$ cat src/rtl/loader_pkg.sv
// Shared types and constants for the stream-to-SRAM loader.
package loader_pkg;

  localparam int unsigned DATA_WIDTH      = 32;
  localparam int unsigned FRAM_ADDR_WIDTH = 10;
  localparam int unsigned KRAM_ADDR_WIDTH = 8;
  localparam int unsigned LEN_WIDTH       = 16;

  localparam logic [1:0] ERR_OK    = 2'd0;
  localparam logic [1:0] ERR_SHORT = 2'd1;
  localparam logic [1:0] ERR_LONG  = 2'd2;
  localparam logic [1:0] ERR_RANGE = 2'd3;

  typedef enum logic [1:0] {
    StIdle,
    StLoad,
    StDrain,
    StDone
  } state_e;

endpackage

$ cat src/rtl/loader_range_chk.sv
// Combinational command legality check: zero length, misalignment, or overrun of the target SRAM.
module loader_range_chk #(
  parameter int unsigned FRAM_BYTE_ADDR_WIDTH = 12,
  parameter int unsigned KRAM_BYTE_ADDR_WIDTH = 10,
  parameter int unsigned ADDR_WIDTH           = 12,
  parameter int unsigned LEN_WIDTH            = 16
) (
  input  logic                  target,
  input  logic [ADDR_WIDTH-1:0] byteaddr,
  input  logic [LEN_WIDTH-1:0]  len,
  output logic                  reject
);

  // Wide enough that addr + 4*len can never overflow.
  localparam int unsigned SumWidth = LEN_WIDTH + ADDR_WIDTH + 2;

  logic [SumWidth-1:0] end_addr;
  logic [SumWidth-1:0] limit;

  always_comb begin
    end_addr = SumWidth'(byteaddr) + (SumWidth'(len) << 2);
    limit    = target ? (SumWidth'(1) << KRAM_BYTE_ADDR_WIDTH)
                      : (SumWidth'(1) << FRAM_BYTE_ADDR_WIDTH);
    reject   = (len == '0) || (byteaddr[1:0] != 2'b00) || (end_addr > limit);
  end

endmodule

$ cat src/rtl/stream_sram_loader.sv
// Loads an AXI-Stream of words sequentially into the feature or kernel SRAM write port.
module stream_sram_loader
  import loader_pkg::*;
#(
  parameter int unsigned DATA_WIDTH           = loader_pkg::DATA_WIDTH,
  parameter int unsigned FRAM_BYTE_ADDR_WIDTH = loader_pkg::FRAM_ADDR_WIDTH + 2,
  parameter int unsigned KRAM_BYTE_ADDR_WIDTH = loader_pkg::KRAM_ADDR_WIDTH + 2,
  parameter int unsigned LEN_WIDTH            = loader_pkg::LEN_WIDTH,
  localparam int unsigned ADDR_WIDTH = (FRAM_BYTE_ADDR_WIDTH > KRAM_BYTE_ADDR_WIDTH) ?
                                       FRAM_BYTE_ADDR_WIDTH : KRAM_BYTE_ADDR_WIDTH
) (
  input  logic                            clk,
  input  logic                            rst,
  input  logic                            cmd_valid,
  output logic                            cmd_ready,
  input  logic                            cmd_target,
  input  logic [ADDR_WIDTH-1:0]           cmd_byteaddr,
  input  logic [LEN_WIDTH-1:0]            cmd_len,
  input  logic [DATA_WIDTH-1:0]           s_axis_tdata,
  input  logic                            s_axis_tvalid,
  output logic                            s_axis_tready,
  input  logic                            s_axis_tlast,
  input  logic                            accel_running,
  output logic [FRAM_BYTE_ADDR_WIDTH-1:0] fram_addr_byteidx,
  output logic [DATA_WIDTH-1:0]           fram_wdata,
  output logic                            fram_we,
  output logic                            fram_en,
  output logic [KRAM_BYTE_ADDR_WIDTH-1:0] kram_addr_byteidx,
  output logic [DATA_WIDTH-1:0]           kram_wdata,
  output logic                            kram_we,
  output logic                            kram_en,
  output logic                            busy,
  output logic                            load_done,
  output logic [1:0]                      err_code
);

  state_e                state_q, state_d;
  logic [1:0]            err_q, err_d;
  logic                  target_q;
  logic [ADDR_WIDTH-1:0] addr_q;
  logic [LEN_WIDTH-1:0]  len_q;
  logic [LEN_WIDTH-1:0]  cnt_q;
  logic [LEN_WIDTH-1:0]  cnt_next;
  logic                  wr_f_q, wr_k_q;
  logic [ADDR_WIDTH-1:0] wr_addr_q;
  logic [DATA_WIDTH-1:0] wdata_q;
  logic                  accept, beat, load_beat, reject, last_word;

  loader_range_chk #(
    .FRAM_BYTE_ADDR_WIDTH(FRAM_BYTE_ADDR_WIDTH),
    .KRAM_BYTE_ADDR_WIDTH(KRAM_BYTE_ADDR_WIDTH),
    .ADDR_WIDTH          (ADDR_WIDTH),
    .LEN_WIDTH           (LEN_WIDTH)
  ) u_range_chk (
    .target  (cmd_target),
    .byteaddr(cmd_byteaddr),
    .len     (cmd_len),
    .reject  (reject)
  );

  assign cmd_ready     = (state_q == StIdle) && !accel_running && !rst;
  assign s_axis_tready = (state_q == StLoad) || (state_q == StDrain);
  assign accept        = cmd_valid && cmd_ready;
  assign beat          = s_axis_tvalid && s_axis_tready;
  assign load_beat     = beat && (state_q == StLoad);
  assign cnt_next      = cnt_q + LEN_WIDTH'(1);
  assign last_word     = (cnt_next == len_q);

  always_comb begin
    state_d = state_q;
    err_d   = err_q;
    unique case (state_q)
      StIdle: begin
        if (accept) begin
          state_d = reject ? StDone : StLoad;
          err_d   = reject ? ERR_RANGE : ERR_OK;
        end
      end
      StLoad: begin
        if (load_beat) begin
          if (last_word) begin
            state_d = s_axis_tlast ? StDone : StDrain;
            err_d   = s_axis_tlast ? ERR_OK : ERR_LONG;
          end else if (s_axis_tlast) begin
            state_d = StDone;
            err_d   = ERR_SHORT;
          end
        end
      end
      StDrain: begin
        if (beat && s_axis_tlast) state_d = StDone;
      end
      StDone:  state_d = StIdle;
      default: state_d = StIdle;
    endcase
  end

  always_ff @(posedge clk) begin
    if (rst) begin
      state_q   <= StIdle;
      err_q     <= ERR_OK;
      target_q  <= 1'b0;
      addr_q    <= '0;
      len_q     <= '0;
      cnt_q     <= '0;
      wr_f_q    <= 1'b0;
      wr_k_q    <= 1'b0;
      wr_addr_q <= '0;
      wdata_q   <= '0;
    end else begin
      state_q <= state_d;
      err_q   <= err_d;
      wr_f_q  <= load_beat && !target_q;
      wr_k_q  <= load_beat && target_q;
      if (accept) begin
        target_q <= cmd_target;
        addr_q   <= cmd_byteaddr;
        len_q    <= cmd_len;
        cnt_q    <= '0;
      end
      if (load_beat) begin
        wr_addr_q <= addr_q;
        wdata_q   <= s_axis_tdata;
        addr_q    <= addr_q + ADDR_WIDTH'(4);
        cnt_q     <= cnt_next;
      end
    end
  end

  assign fram_en           = wr_f_q;
  assign fram_we           = wr_f_q;
  assign kram_en           = wr_k_q;
  assign kram_we           = wr_k_q;
  assign fram_addr_byteidx = wr_addr_q[FRAM_BYTE_ADDR_WIDTH-1:0];
  assign kram_addr_byteidx = wr_addr_q[KRAM_BYTE_ADDR_WIDTH-1:0];
  assign fram_wdata        = wdata_q;
  assign kram_wdata        = wdata_q;
  assign busy              = (state_q != StIdle);
  assign load_done         = (state_q == StDone);
  assign err_code          = err_q;

endmodule
$ cat config.mk
export PLATFORM = sky130hd
export DESIGN_NAME = stream_sram_loader
export DESIGN_NICKNAME = d
export VERILOG_FILES = /design/src/rtl/loader_pkg.sv /design/src/rtl/loader_range_chk.sv /design/src/rtl/stream_sram_loader.sv
export SDC_FILE = /design/constraint.sdc
export NUM_CORES = 1
export LEC_CHECK = 0
export ABC_AREA = 1
export CORE_AREA = 2 2 115 117
export CTS_BUF_LIST = sky130_fd_sc_hd__clkbuf_8
export CTS_CLUSTER_SIZE = 25
export DETAILED_ROUTE_END_ITERATION = 10
export DIE_AREA = 0 0 117 119
export GPL_TIMING_DRIVEN = 0
export PLACE_DENSITY = 0.78
export SKIP_LAST_GASP = 1
export SLEW_MARGIN = 20
export SYNTH_ARGS = -nofsm -noshare
export SYNTH_HDL_FRONTEND = slang
export SYNTH_SLANG_ARGS = --single-unit
$ cat constraint.sdc
create_clock -name clk -period 3.1 [get_ports clk]
set_input_delay 0.62 -clock clk [delete_from_list [all_inputs] [get_ports clk]]
set_output_delay 0.62 -clock clk [all_outputs]
set_load 0.05 [all_outputs]
After elaboration in Yosys (flattened, before gate mapping)
Cells that the tools add are included.
- register bits: 95
- latch bits: 0
- bits in writable memories: 0
- bits in read-only memories: 0
- input bits: 67
- output and inout port bits: 96
- logic and storage cells: 64
- memories kept: 0
- add/subtract/negate cells: 3
- multiply operators: 0
- divide/modulo/power cells: 0
- magnitude comparators: 1
- eq/ne operators: 8
- shifts and indexed selects: 0
- muxes and demuxes: 20
- bitwise operators: 0
- reductions and logical operators: 22
- operators by type and width (operator ; number):
    $mux W16 ; 2
    $gt A30 B30 Y1 ; 1
    $mux W12 ; 2
    $mux W2 ; 12
    $add A12 B18 Y19 ; 1
    $add A16 B1 Y16 const B ; 1
    $eq A16 B16 Y1 ; 1
    $logic_not A16 Y1 ; 1
    $mux W13 ; 1
    $add A12 B3 Y12 const B ; 1
    $logic_and A1 B1 Y1 ; 8
    $pmux W2 S4 ; 1
    $reduce_and A4 Y1 ; 2
    $reduce_bool A2 Y1 ; 4
    $eq A2 B2 Y1 const B ; 2
    $ne A2 B2 Y1 const B ; 2
    $pmux W2 S2 ; 1
    $logic_not A1 Y1 ; 3
    $logic_or A1 B1 Y1 ; 3
    $ne A3 B3 Y1 const B ; 1
    $eq A2 B1 Y1 const B ; 1
    $logic_not A2 Y1 ; 1
    $ne A2 B1 Y1 const B ; 1
    $mux W1 ; 1

Longest topological paths before layout
Gate-level depths: netlist of the first run.
- depth in word-level cells: 6
- mapped depth: 18
- gate-level depth less buffers: 18

Cells and area by module
Synthesis of the first run repeated with hierarchy kept, for this count alone.
- cell total of the unflattened synthesis: 860
- area total of the unflattened synthesis: 5716.7 um^2
- modules (own cells, without submodules) (module ; times used ; cells an instance ; area each (um^2) ; seq. area each (um^2)):
    stream_sram_loader ; 1 ; 662 ; 4704.5 ; 1901.8
    loader_range_chk ; 1 ; 198 ; 1012.2 ; 0.0

Worst setup path before layout of the first run
Ideal clock, no wire load.
- kind: reg2reg
- start point: register state_q[0]
- end point: register addr_q[8]
- library setup time: 0.129 ns
- data arrival time: 3.058 ns
- data required time: 2.971 ns
- path slack: -0.087 ns
- stages on the path, launching flop included: 13
- path buffers: 1
- clock period less this slack: 3.187 ns
- cell sequence: dfxtp_1 > inv_1 > ha_1 > inv_1 > nor3_1 > nand2_1 > clkbuf_1 > nor2_1 > inv_1 > a22oi_1 > a31oi_1 > a21oi_1 > nor2_1
- cells in the longest elaborated chain, start to end: 5
- elaborated cells on any way between the ends: 11
- RTL lines (element ; line ; source):
    start, declared ; stream_sram_loader.sv:37 ; state_e state_q, state_d;
    start signal, assigned ; stream_sram_loader.sv:100 ; state_q <= StIdle;
    start signal, assigned ; stream_sram_loader.sv:111 ; state_q <= state_d;
    $logic_not A2 Y1 ; stream_sram_loader.sv:61 ; assign cmd_ready = (state_q == StIdle) && !accel_running && !rst;
    $logic_and A1 B1 Y1 (2 in series) ; stream_sram_loader.sv:61 ;
    net cmd_ready ; stream_sram_loader.sv:15 ; output logic cmd_ready,
    $logic_and A1 B1 Y1 ; stream_sram_loader.sv:63 ; assign accept = cmd_valid && cmd_ready;
    $reduce_bool A2 Y1 (no source line) ; -- ;
    end signal, assigned ; stream_sram_loader.sv:117 ; addr_q <= cmd_byteaddr;
    end signal, assigned ; stream_sram_loader.sv:124 ; addr_q <= addr_q + ADDR_WIDTH'(4);
    end, declared ; stream_sram_loader.sv:40 ; logic [ADDR_WIDTH-1:0] addr_q;
The timed path passes the listed nets, and every way through them passes these cells.
A chain may end at the register's enable or synchronous reset.

Worst setup path in the final report of the first run
- start point: input port cmd_byteaddr[2]
- end point: register err_q[0] (netlist: err_code[0])
- cells in the longest elaborated chain, start to end: 6
- RTL lines (element ; line ; source):
    start, declared ; stream_sram_loader.sv:17 ; input logic [ADDR_WIDTH-1:0] cmd_byteaddr,
    $add A12 B18 Y19 ; loader_range_chk.sv:21 ; end_addr = SumWidth'(byteaddr) + (SumWidth'(len) << 2);
    $gt A30 B30 Y1 ; loader_range_chk.sv:24 ; reject = (len == '0) || (byteaddr[1:0] != 2'b00) || (end_addr > limit);
    $logic_or A1 B1 Y1 ; loader_range_chk.sv:24 ;
    $mux W2 ; stream_sram_loader.sv:76 ; err_d = reject ? ERR_RANGE : ERR_OK;
    $mux W2 ; stream_sram_loader.sv:74 ; if (accept) begin
    $pmux W2 S2 ; stream_sram_loader.sv:72 ; unique case (state_q)
    end signal, assigned ; stream_sram_loader.sv:112 ; err_q <= err_d;
    end, declared ; stream_sram_loader.sv:38 ; logic [1:0] err_q, err_d;
No other way between the ends. The select of a mux whose other input is x is not followed.

==> results.py, run 1 <==
metrics = {
    "outcome": {
        "status": "complete, no violations",
    },
    "layout": {
        "area_growth_pct": 40.5,
        "drive_gt1_frac": 0.104,
        "diodes": 0,
        "nets": 1120,
    },
    "pwr": {
        "vdd_drop_max_v": 0.000298,
        "combPwrFrac": 0.500,
        "switching_share": 0.448,
        "p_sw_mw": 2.16,
        "p_clk_frac": 0.181,
        "p_per_area_mw_per_mm2": 615,
        "total_power_mw": 4.83,
        "p_leak_nw": 3.27,
        "intPower_mw": 2.67,
        "pwr-share-seq": 0.319,
    },
    "timing": {
        "fmax_mhz": 343,
        "final_max_slew_viol_count": 0,
        "setup_viol": 0,
        "min_period_ns": 2.92,
        "worst-slew-pin-transition_ns": 0.726,
        "hold_viol": 0,
        "fin_skew_ns": 0.0153,
        "finalCritPeriodShare": 0.941,
        "slew_headroom": 0.516,
        "rsz0062_at_grt": "no",
        "fin_tns_setup_ns": 0,
    },
    "floorplan": {
        "rows": 42,
        "die_h_um": 119,
        "io_pins": 163,
        "initial_utilization": 0.434,
        "core_sq_mm": 0.0129,
        "die_area_sq_mm": 0.0139,
        "fp.dieW_um": 117,
    },
    "worst_setup_path": {
        "required_ns": 3.38,
        "arrival_ns": 3.20,
        "cpPeakStageDelay_ns": 0.41,
        "endpoint_kind": "flip-flop",
        "worstSetupPathType": "in2reg",
        "path_cells": "clkbuf_2, ha_4, fa_2, nand3_4, nand2_4, a21oi_4, xor2_2, ha_1, nand4_1, nor2_1, nand3_1, nor2_1, nand3_1, nand2_1, nand3_1, nor2_2, nor2_1, nor3_1, nor2_1",
        "crit_slowest_cell": "fa_2",
        "worstSetupStartpointType": "input pin",
        "path_max_fanout": 4,
        "cp_common_cell": "nor2_1",
    },
    "clocking": {
        "clock-sinks": 95,
        "clk_path_buf_depth": 2,
        "cts_max_level": 3,
        "ctsHoldBuffers": 0,
        "clkLatencyLatePin_ns": 0.38,
        "cts_root_buffer": "clkbuf_8",
        "cts_tree": "yes",
        "path_clk_slew_ns": 0.10,
        "numCtsBuffers": 9,
    },
    "routing": {
        "routed_via_density": 5.07,
        "first_pass_iters": 6,
        "drc": 0,
        "wl_um": 17100,
        "vias": 6155,
        "dr.first_iter.drc_count": 479,
        "ant_nets": 0,
        "routedWlPerCell_um": 14.1,
    },
    "yosys": {
        "synth_top_cell_area_share": 0.340,
        "syn_avg_cell_area_sq_um": 6.53,
        "synth_top_family_by_area": "simple AND/OR/NAND/NOR gates",
        "syn_inst": 856,
        "yosysMostFrequentCell": "nand2_1",
        "synth_area_leaders": "dfxtp_1 (34%), nand2_1 (13%), nor2_1 (10%)",
        "netlist_top_cells_count": "nand2_1 (193), nor2_1 (153), dfxtp_1 (95)",
        "synth_seq_area_share": 0.340,
        "ys.flop_type": "dfxtp_1",
        "synth_top_cell_by_area": "dfxtp_1",
        "synth-edff-count": 0,
        "muxShareOfSynthArea": 0,
        "synthArstFlopShare": 0,
        "synth_fa_ha_area_frac": 0.0461,
        "ys_warn_count": 0,
        "syn-num-nets": 943,
        "yosys.area_share.simple": 0.335,
        "synth_compound_area_frac": 0.143,
        "syn_area_sq_mm": 0.00559,
        "synth_xor_area_frac": 0.00940,
        "ys_seq_elements": 95,
        "synth.distinct_cells": 41,
    },
    "placed_design": {
        "port_buffers": 161,
        "dp_hpwl_um": 13100,
        "gp_congestion": 0.938,
    },
    "global_route": {
        "grt_pass1_vias": 5613,
        "grt_usage": 0.242,
        "grt_max_degree": 17,
        "grt_overflow_total": 0,
        "grt_antenna_before_repair": 0,
        "grt_pass1_wl_um": 26900,
    },
    "min_path": {
        "hp-class": "reg2reg",
    },
    "run": {
        "maxCapViolCount": 0,
    },
}
through the flow:
stage                     cells  setup slack [ns]  utilization  area (sq um)  hold WS [ns]
after CTS                  1210           0.00342        0.598          7700         0.434
after global routing       1213           0.00815        0.610          7860         0.455
final                      1213             0.181        0.610          7860         0.428
after global placement     1193            -0.811        0.577          7430         0.399
after detailed placement   1193            -0.824        0.577          7430         0.417
after floorplan             856            0.0575            -          5600         0.393
power groups by stage:
stage	logic (mW)	registers (mW)	clock network, mW
finish	2.42	1.54	0.875
global placement	2.34	1.56	0
detailed placement	2.36	1.57	0
floorplan	1.19	1.97	0
global route	2.56	1.56	0.929
CTS	2.38	1.54	0.875
cells in the final DEF, fill, tap and decap left out, types with 4 or more instances in the layout:
cell             netlist  final
nor2_1               153    151
nand3_1               57     56
ha_1                  19     12
nand3b_1               8      8
nand2_2                4      4
nand4_1               15     15
clkbuf_8               0     10
xor2_1                 5      4
inv_1                 67     67
a21oi_1               53     48
nand3_2                4      4
a21oi_2                1      4
buf_1                  4      4
clkbuf_1              23     23
dfxtp_1               95     95
dlymetal6s2s_1         0     11
clkdlybuf4s50_1        0    145
o21ai_0               73     70
nand2_1              193    192
buf_4                 44     49
ha_4                   0      7
a31oi_1                5      5
final timing paths:
kind                        start              endpoint  depth (start not counted)  slack, ns
hold reg to reg          target_q               fram_en                          1       0.43
hold / removal           target_q               fram_en                          1       0.43
setup reg to reg       state_q[1]  fram_addr_byteidx[4]                          8       0.49
setup / recovery  cmd_byteaddr[2]           err_code[0]                         19       0.18
registers in the layout, summed over array words and instances (netlist names):
register / count
addr_q: 12
cnt_q: 16
err_code: 2
fram_addr_byteidx: 12
fram_en: 1
fram_wdata: 32
kram_en: 1
len_q: 16
state_q: 2
target_q: 1
cell families (layout without fill, tap and decap cells):
kind of cell             count (synthesis)  in the layout
AND/OR/NAND/NOR                        444            444
AO/OA/AOI/OAI                          148            148
buffers and inverters                  143            324
flip-flops                              95             95
adder cells (fa/ha/maj)                 20             20
XOR/XNOR                                 6              6
layout make-up:
cell class | count | area, sq um
well taps | 176 | 220
inverters | 70 | 263
clock buffers | 10 | 138
clock inverters | 5 | 63.8
multi-input cells | 618 | 3160
repair buffers | 166 | 1660
plain buffers | 73 | 448
fillers | 1160 | 5020
flip-flops and latches | 95 | 1900
layer usage:
metal | part of all wire | global-route usage
met5 | 0 | 0
met4 | 0.020 | 0.0919
met3 | 0.064 | 0.0326
met2 | 0.48 | 0.402
met1 | 0.44 | 0.318
what timing repair did:
item	4_1_cts	5_1_grt
pin swaps	5	15
resized for setup	18	34
hold endpoints to repair	0	0
buffers inserted	2	3
endpoints found under the setup margin	3	3
critical path, delay by kind of cell:
kind                       cells  cell delay (ns)
AOI/OAI and AO/OA              1             0.18
xor gates and xnor gates       1             0.10
and+or+nand+nor               13             1.29
adders and majority gates      3             0.89
buffers and inverters          1             0.13
No activity file was read; power rests on OpenSTA's default activity.
==> run 2, diff against run 1 <==
Settings changed: HOLD_SLACK_MARGIN set to 0.05.
==> results of run 2 <==
No change in the layout: final DEF, timing and power equal those of run 1.
